$ cat config.mk
export PLATFORM = sky130hd
export DESIGN_NAME = alu_serial_seq_flat
export DESIGN_NICKNAME = d
export VERILOG_FILES = /design/src/rtl/alu_pkg.sv /design/src/rtl/alu_serial_seq_if.sv /design/src/rtl/alu_serial_bitctr.sv /design/src/rtl/alu_serial_seq.sv /design/src/flat_wrapper.sv
export SDC_FILE = /design/constraint.sdc
export NUM_CORES = 1
export LEC_CHECK = 0
export BUFFER_PORTS_ARGS = -buffer_cell sky130_fd_sc_hd__buf_2
export CELL_PAD_IN_SITES_DETAIL_PLACEMENT = 0
export CELL_PAD_IN_SITES_GLOBAL_PLACEMENT = 1
export CORE_MARGIN = 2
export CORE_UTILIZATION = 37
export DETAILED_ROUTE_END_ITERATION = 16
export GPL_TIMING_DRIVEN = 1
export PLACE_DENSITY_LB_ADDON = 0.05
export SKIP_CTS_REPAIR_TIMING = 1
export SLEW_MARGIN = 20
export SYNTH_ARGS = -nofsm -noshare
export SYNTH_HDL_FRONTEND = slang
export SYNTH_SLANG_ARGS = --single-unit
$ cat constraint.sdc
create_clock -name clk -period 1.6 [get_ports clk]
set_input_delay 0.48 -clock clk [delete_from_list [all_inputs] [get_ports clk]]
set_output_delay 0.48 -clock clk [all_outputs]
set_load 0.02 [all_outputs]
$ cat src/rtl/alu_pkg.sv
// ---------------------------------------------------------------------------
// alu_pkg
// Shared definitions for the bit-serial ALU front end: the operation select
// encodings understood by the 1-bit logic slice, the sequencer state set and
// small helpers that classify an opsel value.
// ---------------------------------------------------------------------------
package alu_pkg;

  // Operation select encodings driven onto the slice.
  localparam logic [2:0] OP_AND = 3'b000;
  localparam logic [2:0] OP_OR  = 3'b001;
  localparam logic [2:0] OP_XOR = 3'b010;
  localparam logic [2:0] OP_NOT = 3'b011;
  localparam logic [2:0] OP_SHL = 3'b100;
  localparam logic [2:0] OP_SHR = 3'b101;

  // Sequencer states.
  typedef enum logic [1:0] {
    IDLE = 2'd0,
    RUN  = 2'd1,
    DONE = 2'd2
  } state_e;

  // Shift ops route the carry through the slice; logic ops ignore it.
  function automatic logic is_shift(input logic [2:0] opsel);
    return opsel[2];
  endfunction

  // Only a right shift walks the operand from MSB to LSB, so that each bit
  // leaving the slice on Cout lands one position lower on the next cycle.
  function automatic logic is_msb_first(input logic [2:0] opsel);
    return opsel[2] & opsel[0];
  endfunction

endpackage

$ cat src/rtl/alu_serial_seq_if.sv
// ---------------------------------------------------------------------------
// alu_serial_seq_if
// Bundles the request/response handshake and the slice-facing signals of the
// bit-serial sequencer.
//   start/opsel/a/b/shift_in : operation request (environment -> sequencer)
//   busy/done/result/cout_final : status and assembled result
//   slice_op1/op2/opsel/cin  : per-bit drive towards the 1-bit logic slice
//   slice_result/slice_cout  : per-bit return from the slice
// Modports: master = requester plus slice side, slave = the sequencer.
// ---------------------------------------------------------------------------
interface alu_serial_seq_if #(
  parameter int WIDTH = 8
);

  logic             start;
  logic [2:0]       opsel;
  logic [WIDTH-1:0] a;
  logic [WIDTH-1:0] b;
  logic             shift_in;

  logic             busy;
  logic             done;
  logic [WIDTH-1:0] result;
  logic             cout_final;

  logic             slice_op1;
  logic             slice_op2;
  logic [2:0]       slice_opsel;
  logic             slice_cin;
  logic             slice_result;
  logic             slice_cout;

  modport master (
    output start, opsel, a, b, shift_in,
    output slice_result, slice_cout,
    input  busy, done, result, cout_final,
    input  slice_op1, slice_op2, slice_opsel, slice_cin
  );

  modport slave (
    input  start, opsel, a, b, shift_in,
    input  slice_result, slice_cout,
    output busy, done, result, cout_final,
    output slice_op1, slice_op2, slice_opsel, slice_cin
  );

endinterface

$ cat src/rtl/alu_serial_bitctr.sv
// ---------------------------------------------------------------------------
// alu_serial_bitctr
// Loadable up/down bit-index counter for the serial sequencer.
//   clk  : clock, rising edge
//   rst  : asynchronous active-high reset (idx=0, direction=up)
//   load : start a new walk; idx loads 0 (dir=0) or WIDTH-1 (dir=1)
//   dir  : walk direction sampled on load, 1 = count down (MSB first)
//   en   : advance one position
//   idx  : current bit index
//   last : idx sits on the terminal position of the current walk
// The counter saturates at the terminal position instead of wrapping, so a
// stray enable after the last bit cannot alias back to bit 0.
// ---------------------------------------------------------------------------
module alu_serial_bitctr #(
  parameter int WIDTH = 8
) (
  input  logic                       clk,
  input  logic                       rst,
  input  logic                       load,
  input  logic                       dir,
  input  logic                       en,
  output logic [$clog2(WIDTH)-1:0]   idx,
  output logic                       last
);

  localparam int CNT_W = $clog2(WIDTH);
  localparam logic [CNT_W-1:0] IDX_MAX = CNT_W'(WIDTH - 1);

  // Direction is latched at load so the terminal test stays stable for the
  // whole walk even if the requester changes opsel meanwhile.
  logic dir_q;

  always_ff @(posedge clk or posedge rst) begin
    if (rst) begin
      idx   <= '0;
      dir_q <= 1'b0;
    end else if (load) begin
      dir_q <= dir;
      idx   <= dir ? IDX_MAX : '0;
    end else if (en && !last) begin
      idx <= dir_q ? (idx - 1'b1) : (idx + 1'b1);
    end
  end

  assign last = dir_q ? (idx == '0) : (idx == IDX_MAX);

endmodule

$ cat src/rtl/alu_serial_seq.sv
// ---------------------------------------------------------------------------
// alu_serial_seq
// Bit-serial sequencer in front of the 1-bit logic slice. An accepted start
// captures the operands, then one bit per cycle is presented to the slice and
// its result bit is written into a shadow register while its carry is fed
// back into the next bit. After WIDTH bits the shadow is published as result
// together with the final carry, and done pulses for one cycle.
//   clk, rst : clock (rising edge) and asynchronous active-high reset
//   bus      : alu_serial_seq_if.slave
//     start/opsel/a/b/shift_in : request, sampled only while idle
//     busy   : high during the WIDTH bit cycles
//     done   : one-cycle pulse after the last bit
//     result/cout_final : assembled result, held until the next done
//     slice_* : per-bit drive to and return from the 1-bit slice
// Timing: start seen in cycle 0 -> busy cycles 1..WIDTH -> done in cycle
// WIDTH+1 -> idle again in cycle WIDTH+2.
// ---------------------------------------------------------------------------
module alu_serial_seq
  import alu_pkg::*;
#(
  parameter int WIDTH = 8
) (
  input  logic          clk,
  input  logic          rst,
  alu_serial_seq_if.slave bus
);

  localparam int CNT_W = $clog2(WIDTH);

  localparam logic [1:0] S_IDLE = IDLE;
  localparam logic [1:0] S_RUN  = RUN;
  localparam logic [1:0] S_DONE = DONE;

  logic [1:0]       state;
  logic [WIDTH-1:0] a_reg;
  logic [WIDTH-1:0] b_reg;
  logic [2:0]       opsel_reg;
  logic             carry;
  logic [WIDTH-1:0] shadow;
  logic [WIDTH-1:0] shadow_next;
  logic [WIDTH-1:0] result_q;
  logic             cout_q;

  logic             accept;
  logic             running;
  logic [CNT_W-1:0] idx;
  logic             last;

  assign accept  = (state == S_IDLE) && bus.start;
  assign running = (state == S_RUN);

  alu_serial_bitctr #(
    .WIDTH (WIDTH)
  ) u_bitctr (
    .clk  (clk),
    .rst  (rst),
    .load (accept),
    .dir  (is_msb_first(bus.opsel)),
    .en   (running),
    .idx  (idx),
    .last (last)
  );

  // Shadow with the bit returned this cycle already merged in; on the last
  // bit this is the complete word, published in the same edge.
  always_comb begin
    shadow_next      = shadow;
    shadow_next[idx] = bus.slice_result;
  end

  always_ff @(posedge clk or posedge rst) begin
    if (rst) begin
      state     <= S_IDLE;
      a_reg     <= '0;
      b_reg     <= '0;
      opsel_reg <= '0;
      carry     <= 1'b0;
      shadow    <= '0;
      result_q  <= '0;
      cout_q    <= 1'b0;
    end else begin
      case (state)
        S_IDLE: begin
          if (bus.start) begin
            a_reg     <= bus.a;
            b_reg     <= bus.b;
            opsel_reg <= bus.opsel;
            // The fill bit enters the chain as the carry into the first bit.
            carry     <= bus.shift_in;
            state     <= S_RUN;
          end
        end
        S_RUN: begin
          shadow <= shadow_next;
          carry  <= bus.slice_cout;
          if (last) begin
            // Result and carry update only here, so observers never see a
            // partially assembled word.
            result_q <= shadow_next;
            cout_q   <= is_shift(opsel_reg) ? bus.slice_cout : 1'b0;
            state    <= S_DONE;
          end
        end
        S_DONE: begin
          state <= S_IDLE;
        end
        default: begin
          state <= S_IDLE;
        end
      endcase
    end
  end

  // Slice drive is gated by RUN so the slice sees quiet zeros while idle.
  assign bus.slice_op1   = running ? a_reg[idx] : 1'b0;
  assign bus.slice_op2   = running ? b_reg[idx] : 1'b0;
  assign bus.slice_opsel = running ? opsel_reg : 3'b000;
  assign bus.slice_cin   = running ? (is_shift(opsel_reg) ? carry : 1'b0) : 1'b0;

  assign bus.busy       = running;
  assign bus.done       = (state == S_DONE);
  assign bus.result     = result_q;
  assign bus.cout_final = cout_q;

endmodule
$ cat src/flat_wrapper.sv
// flat-port wrapper written by rule: the top's interface ports become plain ports
module alu_serial_seq_flat import alu_pkg::*;
#(
  parameter int WIDTH = 8
)
  (clk, rst, bus_start, bus_opsel, bus_a, bus_b, bus_shift_in, bus_slice_result, bus_slice_cout, bus_busy, bus_done, bus_result, bus_cout_final, bus_slice_op1, bus_slice_op2, bus_slice_opsel, bus_slice_cin);
  alu_serial_seq_if #(.WIDTH(WIDTH)) bus_i ();
  input  logic clk;
  input  logic rst;
  input wire logic [$bits(bus_i.start)-1:0] bus_start;
  input wire logic [$bits(bus_i.opsel)-1:0] bus_opsel;
  input wire logic [$bits(bus_i.a)-1:0] bus_a;
  input wire logic [$bits(bus_i.b)-1:0] bus_b;
  input wire logic [$bits(bus_i.shift_in)-1:0] bus_shift_in;
  input wire logic [$bits(bus_i.slice_result)-1:0] bus_slice_result;
  input wire logic [$bits(bus_i.slice_cout)-1:0] bus_slice_cout;
  output wire logic [$bits(bus_i.busy)-1:0] bus_busy;
  output wire logic [$bits(bus_i.done)-1:0] bus_done;
  output wire logic [$bits(bus_i.result)-1:0] bus_result;
  output wire logic [$bits(bus_i.cout_final)-1:0] bus_cout_final;
  output wire logic [$bits(bus_i.slice_op1)-1:0] bus_slice_op1;
  output wire logic [$bits(bus_i.slice_op2)-1:0] bus_slice_op2;
  output wire logic [$bits(bus_i.slice_opsel)-1:0] bus_slice_opsel;
  output wire logic [$bits(bus_i.slice_cin)-1:0] bus_slice_cin;
  assign bus_i.start = bus_start;
  assign bus_i.opsel = bus_opsel;
  assign bus_i.a = bus_a;
  assign bus_i.b = bus_b;
  assign bus_i.shift_in = bus_shift_in;
  assign bus_i.slice_result = bus_slice_result;
  assign bus_i.slice_cout = bus_slice_cout;
  assign bus_busy = bus_i.busy;
  assign bus_done = bus_i.done;
  assign bus_result = bus_i.result;
  assign bus_cout_final = bus_i.cout_final;
  assign bus_slice_op1 = bus_i.slice_op1;
  assign bus_slice_op2 = bus_i.slice_op2;
  assign bus_slice_opsel = bus_i.slice_opsel;
  assign bus_slice_cin = bus_i.slice_cin;
  alu_serial_seq #(.WIDTH(WIDTH)) u_core (.clk(clk), .rst(rst), .bus(bus_i));
endmodule
==> summary.txt <==
Global route
  – Initial antenna violation count: 0
  – Overflow after GRT: 0
  – Largest net degree at the start of global routing: 44
  – Vias in the first global route: roughly 1,700
  – GRT Overall Usage: about 16%
  – First-pass GRT wire length: approximately 8000 um

Logic synthesis
  – Synth cell types: 39
  – Yosys top cell by area: dfrtp_1
  – Adder-cell share of the synthesized area: less than 1%
  – Yosys warns: 0
  – Synthesized area: around 2100 um2
  – Synth top area cells: dfrtp_1 51%, nand2_1 14%, mux2i_1 4.7%, mux2_2 4.2%, o21ai_0 2.6%
  – Compound-gate portion of the synthesized area: a little over 8%
  – Post-Syn Area per Cell: roughly 9.4 um2
  – Synth Flop Type: dfrtp_1
  – Simple-gate share of the synthesized area: about 25%
  – Xor/xnor share of the synthesized area: less than 1%
  – Largest family of logic cells by synthesized area: simple AND/OR/NAND/NOR gates
  – Cells after Synth: 227
  – Syn_nets: about 250
  – Yosys top cell area share: ~50%
  – Post-synth ARST share: 100.0%
  – #FFs+latches synth: between 40 and 50
  – Post-synth EDFFs: 0
  – Mux cell area share after synthesis: 9.647%
  – Post-synthesis sequential area ratio: ~51%

Clock tree
  – Htree depth: 2
  – Num CTS Buffers: 5
  – CTS tree: done
  – CTS max path bufs: 2
  – CTS root buf: clkbuf_8
  – Clk pin slew, worst setup/hold paths: roughly 70 ps
  – Clock Latency Late Sink: a little under 300 ps
  – Clk sink count: 43

Pwr
  – Net Sw Frac: between 30 and 40%
  – Reg power frac: between 30% and 40%
  – PwrDens: approximately 2100 nW/um2
  – Logic pwr share: 56.8%
  – PnR Total Power: around 6 mW
  – Cell Int Power: roughly 3.6 mW
  – Worst IR drop on VDD: ~1.1 mV
  – P_leak: ~1.4 nW
  – Sw Pwr: 2.397 mW
  – Clock network power share: roughly a tenth

Critical path
  – Crit Path Max Fanout: 6
  – Worst setup path class: reg2out
  – Crit path capture type: output pin
  – Startpoint Class: flop
  – CP arrival: around 1600 ps
  – WP data required: roughly 1100 ps

Placed design
  – RePlAce Congestion: roughly 0.77
  – PortBufs: between 40 and 50
  – DP HPWL: between 3000 and 4000 um
  – Pre-CTS setup slack: -168.2 ps

Run
  – Maxcap violations: 0

Floorplanning
  – Core footprint: ~5500 um2
  – Initial core utilization: 38.39%
  – Row cnt: 27
  – Die area: approximately 6400 um2
  – Die Height: between 70 and 80 um
  – # IOs: 42
  – Die Span X: roughly 80 um

Layout
  – Layout cell share with drive strength beyond 1: about 38%
  – Total inserted antenna cells: 0
  – P&R area growth vs syn: 32.53%
  – NumNets Final: ~320
  – Commonest cells after routing, fill and taps aside: 77 x nand2_1, 40 x dfrtp_1, 34 x buf_2
  – Storage cell area: 1080 um2
  – Multi-input gate area: 1020 um2
  – Leading cell type in the layout, fill and taps excluded: nand2_1
  – Final core occ: around half
  – Fill count: 549

STA
  – Unrepaired setup endpoints after global routing: true
  – Final Max Slew Viols: 0
  – Skew final: slightly above 4 ps
  – Final Hold Fails: 0
  – # setup viols final: 8
  – Final Cycle Share: 128.3%
  – Slew @ Worst Pin: between 200 and 300 ps
  – Final setup margin: -453.4 ps
  – Fmax achieved: a little under 500 MHz
  – Post-layout min period: about 2000 ps
  – Hold WS: 229.4 ps
  – Setup TNS: -1432 ps
  – Slew HR: between 80% and 90%

Worst hold path
  – Hold crit path type: in2async

Routing
  – Via density: approximately 4.8
  – DRT Pass-1 Iters: 4
  – DRT iter0 DRCs: a little over 90
  – Final ANT Viol Nets: 0
  – DRC violations left: 0
  – Wire per inst: around 13 um
  – Via count: approximately 1,700
  – Final wirelength: around 4700 um

Status
  – Status: finished with violations
  – Violated checks: setup timing
cells by family (layout without fill, tap and decap cells):
| group | after synthesis | in the layout |
|---|---|---|
| muxes | 19 | 19 |
| DFF | 43 | 43 |
| and+or+nand+nor | 115 | 115 |
| xor gates and xnor gates | 1 | 1 |
| adders and majority gates | 1 | 1 |
| buffers and inverters | 20 | 83 |
| AOI/OAI and AO/OA | 28 | 28 |
layout make-up:
type                       count  share of cell area (%)
clock buffer                   6                   2.574
inverter                       7                   1.198
multi-input combinational    164                   36.17
sequential                    43                   38.30
tap                           72                   3.196
timing repair buffer          70                   18.55
worst max-delay path, stage by stage, from the launching register on:
cell,delay (ps)
dfrtp_2,450
and2b_1,200
a221oi_2,210
a31oi_1,70
o21a_2,200
buf_2,150
layer usage:
metal | up-vias | global-route usage [%] | share of wire [%]
li1 | 880 | - | -
met1 | 813 | 21.22 | 47
met2 | 26 | 26.55 | 48
met3 | 5 | 3.394 | 3.4
met4 | 0 | 5.593 | 1.5
met5 | - | 0 | 0
synth_stat cells, types with 2 or more instances:
master / number
nor2_1: 6
nand3_1: 10
inv_1: 7
a31oi_1: 3
nand2_1: 77
mux2_2: 8
a211oi_1: 2
nand2b_1: 2
mux2i_1: 10
and2_1: 4
buf_4: 3
a21oi_1: 3
buf_2: 4
nor2b_1: 2
nor3_1: 5
clkbuf_1: 5
dfrtp_1: 43
a311oi_1: 2
o21ai_0: 11
per-stage QoR:
step	area, um2	instances
2_1_floorplan	2153	227
3_3_place_gp	2557	350
3_5_place_dp	2557	350
4_1_cts	2630	356
5_1_grt	2819	362
6_report	2819	362
worst paths after layout:
check / slack, ps / startpoint / to / cells past startpoint
min in group clk: 370 / bus_b[7] / u_core.b_reg[7] / 3
worst max register to register: -40 / u_core.u_bitctr.dir_q / u_core.u_bitctr.idx[1] / 6
worst min register to register: 470 / u_core.bus.cout_final / u_core.bus.cout_final / 2
worst min-delay path: 230 / rst / u_core.bus.cout_final / 3
worst max-delay path: -450 / u_core.u_bitctr.idx[2] / bus_slice_op2 / 5
max in group asynchronous: 1130 / rst / u_core.u_bitctr.dir_q / 3
power by group through the flow:
stage	logic (mW)	registers [mW]	clock network [mW]
after CTS	2.97	1.93	0.669
after floorplan	1.95	2.03	0
after global placement	2.94	1.95	0
after global routing	3.81	2.05	0.718
after detailed placement	2.96	1.96	0
final	3.42	1.97	0.631
(Power assumes the default switching activity.)
